File: src/rtl/tdm_lut_conf_sequencer.sv
// TDM LUT configuration sequencer.
// Accepts write / clear / commit requests and turns them into registered
// lut_conf_valid / link_en_valid pulses, each followed by CONF_GAP idle cycles.
// Optional shadow readback table is built when TDM_LUT_CONF_SHADOW_EN is defined.
module tdm_lut_conf_sequencer #(
  parameter int TDM_LUT_SIZE = 4,
  parameter int TDM_CHANNELS = 4,
  parameter int CONF_GAP     = 1
) (
  input  logic                              clk,
  input  logic                              rst_n,
  input  logic                              req_valid,
  output logic                              req_ready,
  input  logic [1:0]                        req_op,
  input  logic [$clog2(TDM_CHANNELS)-1:0]   req_sel,
  input  logic [$clog2(TDM_LUT_SIZE)-1:0]   req_slot,
  input  logic [$clog2(TDM_CHANNELS+1)-1:0] req_data,
  output logic [$clog2(TDM_CHANNELS+1)-1:0] lut_conf_data,
  output logic [$clog2(TDM_CHANNELS)-1:0]   lut_conf_sel,
  output logic [$clog2(TDM_LUT_SIZE)-1:0]   lut_conf_slot,
  output logic                              lut_conf_valid,
  output logic                              link_en_valid,
`ifdef TDM_LUT_CONF_SHADOW_EN
  input  logic [$clog2(TDM_CHANNELS)-1:0]   rd_sel,
  input  logic [$clog2(TDM_LUT_SIZE)-1:0]   rd_slot,
  output logic [$clog2(TDM_CHANNELS+1)-1:0] rd_data,
  output logic [$clog2(TDM_CHANNELS+1)-1:0] link_en_mask,
`endif
  output logic                              busy,
  output logic                              done,
  output logic                              err
);

  localparam int SEL_W  = $clog2(TDM_CHANNELS);
  localparam int SLOT_W = $clog2(TDM_LUT_SIZE);
  localparam int DATA_W = $clog2(TDM_CHANNELS + 1);

  localparam logic [DATA_W-1:0] UNASSIGNED = DATA_W'(TDM_CHANNELS);
  localparam logic [SEL_W-1:0]  SEL_LAST   = SEL_W'(TDM_CHANNELS - 1);
  localparam logic [SLOT_W-1:0] SLOT_LAST  = SLOT_W'(TDM_LUT_SIZE - 1);
  localparam logic              GAP_EN     = (CONF_GAP > 0);
  localparam logic [3:0]        GAP_LAST   = 4'(CONF_GAP > 0 ? CONF_GAP - 1 : 0);

  typedef enum logic [2:0] {
    StIdle,
    StWrite,
    StClear,
    StCommit,
    StGap
  } state_t;

  state_t              r_state, w_state_next;
  logic [SEL_W-1:0]    r_clr_sel, w_clr_sel_next;
  logic [SLOT_W-1:0]   r_clr_slot, w_clr_slot_next;
  logic                r_clearing, w_clearing_next;
  logic [3:0]          r_gap_cnt, w_gap_cnt_next;
  logic                r_init_done;

  logic                r_conf_valid, w_conf_valid_next;
  logic                r_link_valid, w_link_valid_next;
  logic [DATA_W-1:0]   r_data, w_data_next;
  logic [SEL_W-1:0]    r_sel, w_sel_next;
  logic [SLOT_W-1:0]   r_slot, w_slot_next;
  logic                r_done, w_done_next;
  logic                r_err, w_err_next;
  logic                r_busy;

  logic                w_emit_clear;
  logic                w_advance;

  // Ready only once the first clock after reset release has been seen.
  assign req_ready = (r_state == StIdle) && r_init_done;

  // Next-state and next-output decode; outputs are registered from these.
  always_comb begin
    w_state_next      = r_state;
    w_clr_sel_next    = r_clr_sel;
    w_clr_slot_next   = r_clr_slot;
    w_clearing_next   = r_clearing;
    w_gap_cnt_next    = r_gap_cnt;
    w_conf_valid_next = 1'b0;
    w_link_valid_next = 1'b0;
    w_data_next       = '0;
    w_sel_next        = '0;
    w_slot_next       = '0;
    w_done_next       = 1'b0;
    w_err_next        = 1'b0;
    w_emit_clear      = 1'b0;
    w_advance         = 1'b0;

    unique case (r_state)
      StIdle: begin
        if (req_valid && req_ready) begin
          unique case (req_op)
            2'b00: begin
              if (req_data > UNASSIGNED) begin
                w_err_next = 1'b1;
              end else begin
                w_state_next      = StWrite;
                w_conf_valid_next = 1'b1;
                w_data_next       = req_data;
                w_sel_next        = req_sel;
                w_slot_next       = req_slot;
                w_done_next       = 1'b1;
              end
            end
            2'b01: w_emit_clear = 1'b1;
            2'b10: begin
              w_state_next      = StCommit;
              w_link_valid_next = 1'b1;
              w_data_next       = req_data;
              w_done_next       = 1'b1;
            end
            default: w_err_next = 1'b1;
          endcase
        end
      end
      StWrite, StClear, StCommit: begin
        if (GAP_EN) begin
          w_state_next   = StGap;
          w_gap_cnt_next = '0;
        end else begin
          w_advance = 1'b1;
        end
      end
      StGap: begin
        if (r_gap_cnt == GAP_LAST) begin
          w_advance = 1'b1;
        end else begin
          w_gap_cnt_next = r_gap_cnt + 4'd1;
        end
      end
      default: w_state_next = StIdle;
    endcase

    // After a pulse (and its gap) either continue a clear sweep or go idle.
    if (w_advance) begin
      if (r_clearing) begin
        w_emit_clear = 1'b1;
      end else begin
        w_state_next = StIdle;
      end
    end

    // One clear pulse from the sweep counters; counters wrap after the last entry.
    if (w_emit_clear) begin
      w_state_next      = StClear;
      w_conf_valid_next = 1'b1;
      w_data_next       = UNASSIGNED;
      w_sel_next        = r_clr_sel;
      w_slot_next       = r_clr_slot;
      if (r_clr_sel == SEL_LAST && r_clr_slot == SLOT_LAST) begin
        w_done_next     = 1'b1;
        w_clearing_next = 1'b0;
        w_clr_sel_next  = '0;
        w_clr_slot_next = '0;
      end else begin
        w_clearing_next = 1'b1;
        if (r_clr_slot == SLOT_LAST) begin
          w_clr_slot_next = '0;
          w_clr_sel_next  = r_clr_sel + 1'b1;
        end else begin
          w_clr_slot_next = r_clr_slot + 1'b1;
        end
      end
    end
  end

  // State, sweep counters and registered outputs.
  always_ff @(posedge clk or negedge rst_n) begin
    if (!rst_n) begin
      r_state      <= StIdle;
      r_clr_sel    <= '0;
      r_clr_slot   <= '0;
      r_clearing   <= 1'b0;
      r_gap_cnt    <= '0;
      r_init_done  <= 1'b0;
      r_conf_valid <= 1'b0;
      r_link_valid <= 1'b0;
      r_data       <= '0;
      r_sel        <= '0;
      r_slot       <= '0;
      r_done       <= 1'b0;
      r_err        <= 1'b0;
      r_busy       <= 1'b0;
    end else begin
      r_state      <= w_state_next;
      r_clr_sel    <= w_clr_sel_next;
      r_clr_slot   <= w_clr_slot_next;
      r_clearing   <= w_clearing_next;
      r_gap_cnt    <= w_gap_cnt_next;
      r_init_done  <= 1'b1;
      r_conf_valid <= w_conf_valid_next;
      r_link_valid <= w_link_valid_next;
      r_data       <= w_data_next;
      r_sel        <= w_sel_next;
      r_slot       <= w_slot_next;
      r_done       <= w_done_next;
      r_err        <= w_err_next;
      r_busy       <= (w_state_next != StIdle);
    end
  end

  assign lut_conf_valid = r_conf_valid;
  assign link_en_valid  = r_link_valid;
  assign lut_conf_data  = r_data;
  assign lut_conf_sel   = r_sel;
  assign lut_conf_slot  = r_slot;
  assign done           = r_done;
  assign err            = r_err;
  assign busy           = r_busy;

`ifdef TDM_LUT_CONF_SHADOW_EN
  logic [DATA_W-1:0] r_shadow [TDM_CHANNELS][TDM_LUT_SIZE];
  logic [DATA_W-1:0] r_link_en_mask;

  // Shadow copy of what has been pushed to the LUTs and the last link mask.
  always_ff @(posedge clk or negedge rst_n) begin
    if (!rst_n) begin
      for (int i = 0; i < TDM_CHANNELS; i++) begin
        for (int j = 0; j < TDM_LUT_SIZE; j++) begin
          r_shadow[i][j] <= UNASSIGNED;
        end
      end
      r_link_en_mask <= '0;
    end else begin
      if (r_conf_valid) begin
        r_shadow[r_sel][r_slot] <= r_data;
      end
      if (r_link_valid) begin
        r_link_en_mask <= r_data;
      end
    end
  end

  assign rd_data      = r_shadow[rd_sel][rd_slot];
  assign link_en_mask = r_link_en_mask;
`endif

endmodule

File: config.mk
export PLATFORM = sky130hd
export DESIGN_NAME = tdm_lut_conf_sequencer
export DESIGN_NICKNAME = d
export VERILOG_FILES = /design/src/rtl/tdm_lut_conf_sequencer.sv
export SDC_FILE = /design/constraint.sdc
export NUM_CORES = 1
export LEC_CHECK = 0
export BUFFER_PORTS_ARGS = -buffer_cell sky130_fd_sc_hd__buf_4
export CAP_MARGIN = 15
export CORE_ASPECT_RATIO = 1.25
export CORE_MARGIN = 2
export CORE_UTILIZATION = 44
export DETAILED_ROUTE_END_ITERATION = 6
export PLACE_DENSITY = 0.71
export SYNTH_ARGS = -nofsm -noshare
export SYNTH_HDL_FRONTEND = slang
export SYNTH_SLANG_ARGS = --single-unit
File: constraint.sdc
create_clock -name clk -period 4 [get_ports clk]
set_input_delay 0.2 -clock clk [delete_from_list [all_inputs] [get_ports clk]]
set_output_delay 0.2 -clock clk [all_outputs]
set_load 0.02 [all_outputs]
==> flow_summary_export.csv <==
group,metric,value,unit
route,drt_iter0_drc,13,
timing,hold_viol,0,
synthesis,synth.distinct_cells,34,
critical_path,max_stage_delay,480,ps
grt,grt_overflow,0,
layout,final_common_cell,"dfrtp_1",
floorplan,die_area,3157,µm²
grt,grt_use_met2,24.01,%
floorplan,die_x,50.66,µm
layout,final_cell_mix,"dfrtp_1, buf_4, inv_1, o21ai_0, ha_1",
job,cap_violations,0,
place,io_buffers,24,
route,dr_total_vias,852,
floorplan,num_rows,21,
timing,fin_skew,7.177,ps
grt,grt_max_degree,26,
critical_path,cp_slowest_cell,"and4_1",
synthesis,yosysSeqAreaShare,52.25,%
floorplan,fp.coreArea,2628,µm²
timing,drv_slew,0,
grt,track_usage,14.24,%
layout,area.growth.synth_to_final,20.58,%
power_and_ir_drop,totalPowerFinal,756.3,µW
synthesis,synth_nets,125,
grt,met1_usage,17.52,%
route,drc_errors,0,
clock_network,cts_sinks,25,
critical_path,reg2reg_slack,2020,ps
layout,stdcell_area,1444,µm²
grt,grt_pass1_wl,3.463,mm
grt,met3_usage,1.923,%
timing,setup_ws,2016,ps
clock_network,worstSkewPairLatency,310,ps
critical_path,critPathMaxFanout,11,
clock_network,path_clk_slew,120,ps
clock_network,cts_tree,"done",
layout,layoutNonFillerInstCount,166,
clock_network,postCtsSetupBuffers,0,
route,vias_per_cell,5.133,
synthesis,yosysWarningCount,0,
critical_path,worstSetupEndpointType,"register",
timing,rsz0062_at_grt,"false",
place,place_inst,161,
synthesis,syn_inst,105,
timing,min_period_over_period,49.59,%
route,wl_per_cell,12.15,µm
timing,max_freq,504.1,MHz
clock_network,cts_made_buffers,3,
timing,whs,131.7,ps
place,place.gp.congestion,0.7606,
layout,nets,153,
critical_path,worstPathRequired,4210,ps
power_and_ir_drop,power_leakage,0.7361,nW
place,place_ws,2045,ps
timing,fin_crit,1984,ps
worst_hold_path,min_path_type,"input pin to register",
power_and_ir_drop,ir_drop,0.0002279,V
clock_network,cts-root-buf,"clkbuf_4",
critical_path,cp_cell_sequence,"inv_1 -> ha_1 -> nor3b_1 -> and4_1 -> nor2_2 -> mux2_4",
synthesis,avgSynthCellArea,11.40,µm²
place,placed_area,1408,µm²
route,wl,2.017,mm
place,dp_hpwl,1.630,mm
critical_path,path_class,"register to register",
power_and_ir_drop,p_per_area,523.8,nW/µm²
synthesis,syn_area,1197,µm²
grt,grt_pass1_vias,814,
grt,antenna_found_initial,0,
layout,insertedDiodeCount,0,
critical_path,start_kind,"register",
clock_network,cts_buffer_depth,2,
clock_network,cts_resized,0,
timing,report.final.setup_viol,0,
critical_path,worstPathArrival,2200,ps
synthesis,yosys_register_bits,25,
floorplan,io_pins,25,
timing,tns,0,ps
floorplan,start_util,45.57,%
clock_network,cts.htree.levels,1,
grt,busiest_layer,"met2",
layout,drive_gt1_share,27.27,%
route,first_pass_iters,4,
layout,final_util,54.95,%
run_status,outcome,"finished, final reports clean",
route,ant_nets,0,
floorplan,die_h,62.33,µm
==> report_power, final <==
part | switching, mW | internal, mW
logic | 0.150 | 0.139
clock network | 0.0672 | 0.0389
registers | 0.0469 | 0.315
==> cell type report <==
class | instances | area, µm²
clock buffer | 4 | 26.28
sequential | 25 | 625.6
tap | 34 | 42.54
inverter | 11 | 41.29
fill | 237 | 1184
timing repair buffer | 25 | 190.2
multi-input combinational | 67 | 518.0
==> critical path, delay by kind of cell (launching register included) <==
kind | cells | cell delay, ps
fa+ha+maj | 1 | 140
buf+inv | 1 | 70
flops | 1 | 440
mux | 1 | 320
simple gates | 3 | 920
==> flip-flops by register name, summed over array words and instances (netlist names) <==
name / flops
r_clearing: 1
r_init_done: 1
lut_conf_valid: 1
r_clr_slot: 2
lut_conf_data: 3
r_state: 3
lut_conf_slot: 2
r_clr_sel: 2
r_gap_cnt: 4
link_en_valid: 1
done: 1
lut_conf_sel: 2
busy: 1
err: 1
==> synthesized netlist by cell type <==
| master | n | share of area [%] |
|---|---|---|
| mux2_4 | 4 | 5.0 |
| conb_1 | 1 | 0.31 |
| o21ai_2 | 1 | 0.73 |
| or3_1 | 1 | 0.52 |
| or3b_1 | 1 | 0.73 |
| and3_4 | 1 | 0.94 |
| and2_1 | 1 | 0.52 |
| o41ai_1 | 4 | 2.9 |
| o22ai_1 | 1 | 0.52 |
| and4_1 | 1 | 0.73 |
| inv_1 | 11 | 3.4 |
| nor4b_4 | 1 | 2.0 |
| buf_4 | 1 | 0.63 |
| nand4_1 | 3 | 1.6 |
| and3_1 | 2 | 1.0 |
| nand3b_1 | 1 | 0.63 |
| a21oi_1 | 4 | 1.7 |
| buf_2 | 1 | 0.42 |
| nor3b_1 | 2 | 1.3 |
| nor3_1 | 1 | 0.42 |
| mux2i_1 | 1 | 0.84 |
| nor2b_1 | 1 | 0.52 |
| o22a_1 | 1 | 0.73 |
| nand2_1 | 3 | 0.94 |
| nor2_2 | 2 | 1.0 |
| nor2_1 | 5 | 1.6 |
| a211oi_1 | 1 | 0.63 |
| a31oi_1 | 1 | 0.52 |
| xor2_1 | 2 | 1.5 |
| nand3_1 | 1 | 0.42 |
| nand2b_1 | 1 | 0.52 |
| dfrtp_1 | 25 | 52 |
| ha_1 | 8 | 8.4 |
| o21ai_0 | 10 | 4.2 |
==> what timing repair did <==
item,4_1_cts,5_1_grt
hold buffers,1,0
hold endpoints to repair,25,0
endpoints found under the setup margin,0,0
==> logic make-up (layout without fill, tap and decap cells) <==
logic type,count (synthesis),in the layout,share of synthesized area [%]
AO/OA/AOI/OAI,23,23,11.91
buffers and inverters,13,40,4.493
flip-flops,25,25,52.25
AND/OR/NAND/NOR,28,28,15.36
adder cells (fa/ha/maj),8,8,8.360
multiplexers,5,5,5.852
XOR/XNOR,2,2,1.463
other,1,1,0.3132
==> metal layers <==
metal  share of wire, %  wire length (µm)
met4                1.3                27
met2                 54              1090
met5                  0                 0
met3                2.7                54
met1                 42               844
==> path summary, 6_finish.rpt <==
| check | start | end | cells after the start |
|---|---|---|---|
| max reg2reg | r_gap_cnt[0] | r_clr_slot[1] | 6 |
| min in group asynchronous | rst_n | r_gap_cnt[0] | 2 |
| max | r_gap_cnt[0] | r_clr_slot[1] | 6 |
| min reg2reg | r_gap_cnt[0] | r_gap_cnt[0] | 1 |
| min | req_slot[0] | lut_conf_slot[0] | 3 |
| max in group asynchronous | rst_n | r_clearing | 2 |
(Power assumes the default switching activity.)
